### src/rtl/raminfr_pkg.sv
// Shared defaults and typedefs for the dual-port inferred RAM.
package raminfr_pkg;

  localparam int unsigned RAM_ADDR_W = 5;
  localparam int unsigned RAM_DATA_W = 4;
  localparam int unsigned RAM_DEPTH  = 32;

  typedef logic [RAM_ADDR_W-1:0] addr_t;
  typedef logic [RAM_DATA_W-1:0] data_t;

endpackage : raminfr_pkg

### src/rtl/raminfr.sv
// True dual-port RAM with registered outputs, resettable contents and port-A
// priority on same-address write collisions.
module raminfr
  import raminfr_pkg::*;
#(
  parameter int unsigned ADDR_W = RAM_ADDR_W,
  parameter int unsigned DATA_W = RAM_DATA_W,
  parameter int unsigned DEPTH  = RAM_DEPTH
) (
  input  logic              clk,
  input  logic              rst_n,
  input  logic              wea,
  input  logic [ADDR_W-1:0] addra,
  input  logic [DATA_W-1:0] dia,
  output logic [DATA_W-1:0] doa,
  input  logic              web,
  input  logic [ADDR_W-1:0] addrb,
  input  logic [DATA_W-1:0] dib,
  output logic [DATA_W-1:0] dob
);

  logic [DATA_W-1:0] mem_q [DEPTH];
  logic [DATA_W-1:0] doa_q, doa_d;
  logic [DATA_W-1:0] dob_q, dob_d;
  logic              wr_b_c;

  // Next read data: own write wins on the port, the other port sees old data.
  always_comb begin
    wr_b_c = 1'b0;
    doa_d  = '0;
    dob_d  = '0;
    wr_b_c = web && !(wea && (addra == addrb));
    doa_d  = wea    ? dia : mem_q[addra];
    dob_d  = wr_b_c ? dib : mem_q[addrb];
  end

  // Storage: cleared by reset; port B write suppressed when it collides with A.
  always_ff @(posedge clk or negedge rst_n) begin
    if (!rst_n) begin
      for (int i = 0; i < int'(DEPTH); i++) begin
        mem_q[i] <= '0;
      end
    end else begin
      if (wr_b_c) begin
        mem_q[addrb] <= dib;
      end
      if (wea) begin
        mem_q[addra] <= dia;
      end
    end
  end

  // Port A registered read data.
  always_ff @(posedge clk or negedge rst_n) begin
    if (!rst_n) begin
      doa_q <= '0;
    end else begin
      doa_q <= doa_d;
    end
  end

  // Port B registered read data.
  always_ff @(posedge clk or negedge rst_n) begin
    if (!rst_n) begin
      dob_q <= '0;
    end else begin
      dob_q <= dob_d;
    end
  end

  assign doa = doa_q;
  assign dob = dob_q;

endmodule : raminfr

### config.mk
export PLATFORM = sky130hd
export DESIGN_NAME = raminfr
export DESIGN_NICKNAME = d
export VERILOG_FILES = /design/src/rtl/raminfr_pkg.sv /design/src/rtl/raminfr.sv
export SDC_FILE = /design/constraint.sdc
export NUM_CORES = 1
export LEC_CHECK = 0
export CAP_MARGIN = 30
export CORE_ASPECT_RATIO = 2
export CORE_MARGIN = 3
export CORE_UTILIZATION = 40
export DETAILED_ROUTE_END_ITERATION = 6
export GPL_TIMING_DRIVEN = 0
export HOLD_SLACK_MARGIN = 0.03
export PLACE_DENSITY = 0.67
export SYNTH_ARGS = -nofsm -noshare
export SYNTH_HDL_FRONTEND = slang
export SYNTH_SLANG_ARGS = --single-unit
### constraint.sdc
create_clock -name clk -period 4.3 [get_ports clk]
set_clock_uncertainty 0.2 [all_clocks]
set_input_delay 1.29 -clock clk [delete_from_list [all_inputs] [get_ports clk]]
set_output_delay 1.29 -clock clk [all_outputs]
set_load 0.05 [all_outputs]
==> results of run 1 <==
## cell type report
class | instances | area, µm²
clock buffer | 21 | 470
clock inverter | 11 | 191
sequential | 136 | 3400
tap | 273 | 342
timing repair buffer | 26 | 279
buffer | 110 | 455
fill | 2150 | 11500
multi-input combinational | 747 | 5020
inverter | 6 | 22.5
## how the worst max path moves through the flow
stage | endpoint | cells past startpoint
global route | mem_q[42]$_DFF_PN0_ | 7
detailed placement | doa[3]$_DFF_PN0_ | 8
global placement | mem_q[109]$_DFF_PN0_ | 1
CTS | doa[3]$_DFF_PN0_ | 8
floorplan | dob[1]$_DFF_PN0_ | 5
finish | doa[3]$_DFF_PN0_ | 8
## stage by stage
stage	TNS [ns]	utilization [%]	hold slack, ns
after detailed placement	-14.51	43.9	0.371
after global placement	-648.14	43.5	0.359
after CTS	0	47.0	0.385
after floorplan	0	-	0.340
after global routing	0	47.0	0.412
final	0	47.0	0.386
## flip-flops by register name, summed over array words and instances, names as in the netlist
name / flops
mem_q: 128
doa: 4
dob: 4
## report_power, final
group / switching [µW] / internal [µW] / total [µW] / leakage, µW
logic: 818 / 580 / 1400 / 0.00178
clock network: 640 / 1080 / 1720 / 0.000328
registers: 351 / 1620 / 1970 / 0.00164
total: 1810 / 3280 / 5090 / 0.00375
## layer usage
metal | part of all wire, % | routed length [µm] | up-vias | GRT usage (%)
met2 | 47 | 22500 | 803 | 63.5
met1 | 32 | 15200 | 4722 | 43.0
met5 | 0 | 0 | - | 0
li1 | - | - | 3869 | -
met3 | 10 | 4820 | 268 | 10.3
met4 | 11 | 5330 | 0 | 34.8
## critical path, delay by kind of cell
kind	cells	cell delay [ns]
mux	1	0.40
compound gates	2	0.66
simple gates	1	0.15
buf+inv	4	1.83
## layout by cell type, fill, tap and decap left out, drive strengths merged, types with 6 or more instances in the layout
master         instances
nor2                 142
dfrtp                136
o21ai                135
nand3                133
a31oi                129
clkbuf                92
mux4                  52
buf                   46
nand2                 45
mux2i                 23
clkdlybuf4s50         19
inv                    8
a22oi                  7
a221oi                 6
## cells by family (layout without fill, tap and decap cells)
family / count (synthesis) / in the layout
AND/OR/NAND/NOR: 346 / 346
AO/OA/AOI/OAI: 317 / 317
multiplexers: 79 / 79
XOR/XNOR: 5 / 5
flip-flops: 136 / 136
buffers and inverters: 116 / 174
==> run_results.csv, run 1 <==
group,metric,value,unit
setup_path,start_kind,"input port",
hold_path,worstHoldStart,"mem_q[91]$_DFF_PN0_",
logic_synthesis,synthDominantAreaCellType,"dfrtp_1",
logic_synthesis,synth_edf_count,0,
placement,dpl.hpwl,34.2,mm
placement,io_buffers,20,
timing,post-route-min-period,4.21,ns
timing,fmax,237,MHz
logic_synthesis,postSynthAreaPerCell,8.90,µm²
final_layout,nNetsFinal,1066,
setup_path,criticalPathCategory,"in -> reg",
clock_network,post_cts_resized,0,
logic_synthesis,syn-num-nets,1021,
placement,gp_congestion,1.06,
logic_synthesis,ys_warn_count,0,
logic_synthesis,ys_top_cells_by_area,"dfrtp_1 (38%), mux4_2 (13%), a31oi_1 (9.1%)",
die,die_h,217,µm
setup_path,path_cells,"clkdlybuf4s50_1, buf_1, buf_1, buf_8, mux4_2, a32oi_1, nand3_1, o22a_1",
clock_network,htreeDepth,4,
grt,track_usage,39.7,%
route,drc,2,
route,wl_per_cell,36.0,µm
power_and_ir_drop,p_leak,0.00375,µW
power_and_ir_drop,powerDensity,499,mW/mm²
clock_network,hold_buffers,0,
timing,slew_headroom,30.2,%
die,fp.coreArea,0.0217,mm²
setup_path,r2r_start,"mem_q[117]$_DFF_PN0_",
clock_network,cts_root_buf,"clkbuf_16",
run_status,violations,"design-rule violations",
placement,place_area,0.00953,mm²
hold_path,hold_path_class,"reg -> reg",
power_and_ir_drop,max-vdd-ir-drop,0.000275,V
logic_synthesis,synth.most_common_cell,"nor2_1",
setup_path,timing.rr.end,"dob[1]$_DFF_PN0_",
die,die_x,111,µm
logic_synthesis,synth.top_cell.area_share,38.3,%
setup_path,path_max_fanout,10,
grt,grt_pass1_wl,67.9,mm
setup_path,cp.required,4.43,ns
timing,rsz0062_at_grt,"false",
logic_synthesis,synth-adder-area-share,0,%
setup_path,startpoint,"addra[0]",
timing,layout_setup_ws,0.0876,ns
timing,timing.final.max_slew_violations,0,
logic_synthesis,synthCells,999,
clock_network,cts_buffer_depth,2,
die,num_rows,76,
route,ant_nets,0,
setup_path,crit_top_cell,"buf_1",
logic_synthesis,synth_top_family_by_area,"compound AO/OA/AOI/OAI gates",
clock_network,insertion_delay,0.45,ns
final_layout,final_area,0.0102,mm²
route,wirelength,47.9,mm
logic_synthesis,yosys.area_share.simple,17.3,%
die,die-area,0.0242,mm²
clock_network,tritoncts,"done",
die,pin_count,30,
placement,post-place-ws,-0.327,ns
logic_synthesis,synth_area,0.00890,mm²
timing,hold_viol_final,0,
setup_path,reg2reg_setup_slack,2.13,ns
final_layout,stdcell_count,1330,
placement,post-place-cells,1298,
clock_network,cts_num_sinks,136,
grt,antenna_found_initial,0,
logic_synthesis,synth_cell_types,44,
clock_network,clkTransAtPathRegs,0.07,ns
grt,grt_max_degree,78,
grt,gr-total-overflow,0,
logic_synthesis,yosys_most_used_dff,"dfrtp_1",
route,drtPass1Iterations,7,
logic_synthesis,synth_mux_area_share,16.3,%
logic_synthesis,ys_async_sr_fraction,100,%
logic_synthesis,synth-seq-cells,136,
clock_network,numCtsBuffers,17,
setup_path,arrival,4.35,ns
timing,worstMarginPinSlew,1.05,ns
route,vias,9662,
final_layout,antenna_cells,0,
final_layout,syn_to_final_growth,14.5,%
logic_synthesis,synth_compound_area_share,22.3,%
route,drt_iter0_drc,1488,
die,start_util,41.0,%
logic_synthesis,yosysSeqAreaShare,38.3,%
grt,first_global_vias,9333,
final_layout,drive_above_1_share,12.6,%
setup_path,reg2reg_depth,4,
setup_path,slowest_delay,0.69,ns
setup_path,end_kind,"register",
power_and_ir_drop,power,5090,µW
hold_path,holdPathEnd,"mem_q[91]$_DFF_PN0_",
logic_synthesis,synthXorXnorAreaFrac,0.492,%
timing,post-route-period-util,98.0,%
timing,setup_viol,0,
logic_synthesis,synth_common_cells,"nor2_1 (142), dfrtp_1 (136), o21ai_0 (134)",
job,cap_violations,0,
hold_path,whs_path_depth,2,
setup_path,crit_slowest_cell,"buf_1",
clock_network,cts_setup_buffers,0,
run_status,outcome,"complete, but fails checks",
route,vias_per_cell,7.26,
No activity file was read; power rests on OpenSTA's default activity.
==> run 2, diff against run 1 <==
- CORE_MARGIN: 3 -> 4
- PLACE_DENSITY: 0.67 -> 0.62
==> run 2 against run 1 <==
The flow still finishes with violations (design-rule violations). Clock-buffer cell count is 3 lower. Total power fell by 2.9%. Hold slack got worse by 0.0036 ns. Via count fell by 1.9%. Combinational power fell by 5%. Flip-flop and latch count unchanged. Sequential share of layout area grew 0.22 points. Routed wire length is 4.6% lower. Critical path depth decreased by 2. Global-route usage decreased by 2.1 points.
==> run_results.csv, run 2 (synthesized netlist as in run 1, its figures left out) <==
group,metric,value,unit
run_status,outcome,"complete, but fails checks",
run_status,violations,"design-rule violations",
clock_network,cts_num_sinks,136,
die,num_rows,77,
final_layout,utilization,46.1,%
die,start_util,40.5,%
final_layout,layout_common_cells,"nor2_1 (142), dfrtp_1 (136), o21ai_0 (134), nand3_1 (133), a31oi_1 (129)",
placement,io_buffers,20,
timing,rsz0062_at_grt,"false",
setup_path,reg2reg_depth,4,
final_layout,final_area,0.0101,mm²
grt,grt_pass1_wl,65.3,mm
die,die_x,113,µm
setup_path,start_kind,"input port",
final_layout,syn_to_final_growth,13.8,%
setup_path,criticalPathCategory,"in -> reg",
timing,tns,0,ns
grt,grt_max_degree,94,
grt,gr-total-overflow,0,
timing,setup_viol,0,
placement,dpl.hpwl,32.7,mm
die,die_h,219,µm
clock_network,cts_setup_buffers,0,
grt,antenna_found_initial,0,
grt,track_usage,37.6,%
timing,timing.hold.ws,0.383,ns
power_and_ir_drop,max-vdd-ir-drop,0.000281,V
setup_path,timing.rr.end,"dob[1]$_DFF_PN0_",
setup_path,path_max_fanout,10,
route,wl_per_cell,34.4,µm
clock_network,numCtsBuffers,17,
route,vias_per_cell,7.13,
timing,fmax,243,MHz
hold_path,worstHoldStart,"mem_q[56]$_DFF_PN0_",
clock_network,post_cts_resized,0,
hold_path,holdPathEnd,"mem_q[56]$_DFF_PN0_",
power_and_ir_drop,p_leak,0.00370,µW
final_layout,nNetsFinal,1062,
setup_path,arrival,4.24,ns
timing,hold_viol_final,0,
route,ant_nets,0,
setup_path,reg2reg_setup_slack,2.21,ns
clock_network,cts_buffer_depth,2,
final_layout,final_common_cell,"nor2_1",
placement,place_area,0.00949,mm²
die,pin_count,30,
power_and_ir_drop,powerDensity,488,mW/mm²
placement,gp_congestion,1.11,
final_layout,drive_above_1_share,12.3,%
grt,first_global_vias,9020,
timing,timing.final.max_slew_violations,0,
setup_path,end_kind,"register",
route,drtPass1Iterations,7,
timing,post-route-min-period,4.11,ns
final_layout,largest_reg_flops,128,
timing,slew_headroom,28.2,%
route,drt_iter0_drc,1383,
route,vias,9477,
clock_network,clkTransAtPathRegs,0.06,ns
clock_network,cts_root_buf,"clkbuf_16",
die,fp.coreArea,0.0220,mm²
hold_path,hold_path_class,"reg -> reg",
power_and_ir_drop,power,4940,µW
route,wirelength,45.7,mm
clock_network,insertion_delay,0.47,ns
final_layout,antenna_cells,0,
route,drc,1,
clock_network,hold_buffers,0,
clock_network,htreeDepth,4,
clock_network,tritoncts,"done",
die,die-area,0.0248,mm²
job,cap_violations,0,
timing,post-route-period-util,95.6,%
timing,worstMarginPinSlew,1.07,ns
setup_path,cp.required,4.42,ns
hold_path,whs_path_depth,2,
final_layout,largest_register,"mem_q",
setup_path,r2r_start,"mem_q[125]$_DFF_PN0_",
[run 2: cell types whose count changed in the layout (fill, tap and decap cells not counted), moves of 2 or more]
cell	delta
clkinvlp_4	+2
clkinv_4	+3
buf_6	-2
buf_1	-2
clkbuf_8	-3
[run 2: worst max path at each step]
stage,start,to,slack [ns],cells after the start
floorplan,addrb[1],dob[1]$_DFF_PN0_,1.15,5
global placement,rst_n,mem_q[122]$_DFF_PN0_,-3.98,1
detailed placement,addra[0],doa[3]$_DFF_PN0_,-0.43,7
CTS,addra[0],doa[3]$_DFF_PN0_,0.06,7
global route,addrb[3],mem_q[122]$_DFF_PN0_,0.07,7
finish,addra[0],mem_q[45]$_DFF_PN0_,0.19,6
[run 2: area by class of cell]
type	instances	area (µm²)
repair buffers	22	236
flip-flops and latches	136	3400
inverters	6	22.5
fillers	2175	11800
plain buffers	110	463
clock buffers	18	429
multi-input cells	747	5020
well taps	276	345
clock inverters	14	198
[run 2: power by group]
group          total, µW  internal (µW)  leakage (µW)  switching (µW)
Combinational       1330            576       0.00176             754
Clock               1620            973      0.000301             651
Sequential          1990           1620       0.00164             367
[run 2: critical path, cell delays in order]
cell	delay, ns
clkdlybuf4s50_1	0.47
clkdlybuf4s15_1	0.65
nor3_2	1.05
nand2_1	0.48
nor2_1	0.21
a31oi_1	0.07
[run 2: layer usage]
| metal | track usage [%] | up-vias | share of wire [%] |
|---|---|---|---|
| met2 | 60.5 | 758 | 48 |
| met3 | 9.55 | 254 | 9.5 |
| li1 | - | 3859 | - |
| met1 | 40.7 | 4606 | 32 |
| met4 | 32.2 | 0 | 10 |
| met5 | 0 | - | 0 |
[run 2: metrics by stage]
step	cells	setup slack, ns
after floorplan	999	1.15
after global placement	1295	-3.98
after detailed placement	1297	-0.428
after CTS	1329	0.0578
after global routing	1329	0.0711
final	1329	0.187
==> patch (config.mk and constraints of run 1) <==
Put one more register stage on the output `doa`, with the module's reset. The value now appears one clock later. The other outputs are not delayed to match.
--- a/src/rtl/raminfr.sv
+++ b/src/rtl/raminfr.sv
@@ -68,7 +68,13 @@
     end
   end
 
-  assign doa = doa_q;
+  always_ff @(posedge clk or negedge rst_n) begin
+    if (!rst_n) begin
+      doa <= '0;
+    end else begin
+      doa <= doa_q;
+    end
+  end
   assign dob = dob_q;
 
 endmodule : raminfr
Behaviour: not the same (Yosys sat finds a counterexample within 4 cycles, from zero or initial values and one cycle with rst_n low).
==> patch against run 1 <==
  * Synthesized area increased by 2.0%
  * Combinational power decreased by 6%
  * Cell area grew 1.9%
  * Total power shrank 1.3%
  * Clock power about the same
  * Routed wire length decreased by 14%
  * Setup slack worse by 0.024 ns
  * Maximum frequency is 0.58% lower
  * Sequential cell count grew 4
==> patch: results (changes against run 1) <==
sequential fraction of the synthesis area 38.6% (was 38.3%); layout cells sized above 1 12.4% (was 12.6%); Avg WL per Cell 31.8 um (was 36.0 um); main area contributors after synthesis dfrtp_1 39%, mux2i_1 18%, nand2_1 5.5% (was dfrtp_1 38%, mux4_2 13%, a31oi_1 9.1%); M3 GR Usage 6.35% (was 10.3%); largest net degree at the start of global routing 75 (was 78); GP Congestion 1.00 (was 1.06); metal1 wirelength 13700 um (was 15200 um); WL met2 21100 um (was 22500 um); status complete, no violations (was finished with violations); syn nets 982 (was 1021); later-pin clock latency in the skew report 0.47 ns (was 0.45 ns); number of instances on the worst hold path 0 (was 2); worst slack, placed -0.296 ns (was -0.327 ns); met2 usage 59.3% (was 63.5%); placed cell count 1261 (was 1298); met3 WL 2270 um (was 4820 um); final net count 1027 (was 1066); first-pass GRT wire length 58800 um (was 67900 um); initial DRC count 971 (was 1488); HPWL Detailed 31500 um (was 34200 um); peak supply drop 0.417 mV (was 0.275 mV); top cell type's share of synthesized area 38.6% (was 38.3%); detailed-route vias per instance 6.46 (was 7.26); GR Util met1 34.6% (was 43.0%); Commonest cells post-synth 159 x mux2i_1, 140 x dfrtp_1, 134 x nand2_1, 115 x nor2_1, 96 x a21oi_1 (was 142 x nor2_1, 136 x dfrtp_1, 134 x o21ai_0, 133 x nand3_1, 129 x a31oi_1); leakage power 0.00452 uW (was 0.00375 uW); fillers 2127 (was 2150); Worst Reg2Reg Path Length in Cells 5 (was 4); Total GRT Usage 34.1% (was 39.7%); synth unique cells 59 (was 44); Max stage delay on crit path 0.74 ns (was 0.69 ns); syn_area_per_cell 9.46 sq um (was 8.90 sq um); worst-margin pin slew 1.09 ns (was 1.05 ns); vias in the first global route 8375 (was 9333)
==> patch: logic make-up (layout without fill, tap and decap cells) <==
group / count (synthesis) / count (layout) / synth area share [%]
AO/OA/AOI/OAI: 229 / 229 / 17.1
XOR/XNOR: 5 / 5 / 0.482
buffers and inverters: 77 / 135 / 3.75
flip-flops: 140 / 140 / 38.6
multiplexers: 196 / 196 / 24.6
AND/OR/NAND/NOR: 313 / 313 / 15.5
==> patch: path summary, 6_finish.rpt <==
check,from,endpoint,slack (ns)
min reg2reg,doa_q[3]$_DFF_PN0_,doa[3]$_DFF_PN0_,0.14
min,doa_q[3]$_DFF_PN0_,doa[3]$_DFF_PN0_,0.14
max reg2reg,mem_q[32]$_DFF_PN0_,dob[0]$_DFF_PN0_,1.81
max in group asynchronous,rst_n,mem_q[107]$_DFF_PN0_,2.45
max,addra[1],doa_q[1]$_DFF_PN0_,0.06
min in group asynchronous,rst_n,mem_q[63]$_DFF_PN0_,0.61
==> patch: worst max-delay path, delay by kind of cell <==
family	cells	cell delay, ns
buffers and inverters	4	2.36
AOI/OAI and AO/OA	3	0.68
==> patch: per-stage QoR <==
step	setup TNS [ns]	area (sq um)
after floorplan	0	9080
final	0	10400
after global routing	0	10400
after global placement	-577.98	9620
after detailed placement	-1.13	9690
after CTS	0	10400
==> patch: layout make-up <==
cell class | count | share of cell area [%]
Clock inverter | 12 | 2.00
Multi-Input combinational cell | 743 | 50.4
Inverter | 3 | 0.108
Timing Repair Buffer | 26 | 2.75
Buffer | 74 | 3.17
Tap cell | 276 | 3.33
Clock buffer | 20 | 4.50
Sequential cell | 140 | 33.7
==> patch: power breakdown <==
group	switching, uW	internal [uW]	leakage [uW]
clock	637	1080	0.000319
combinational	763	547	0.00251
sequential	337	1660	0.00169
total	1740	3280	0.00452
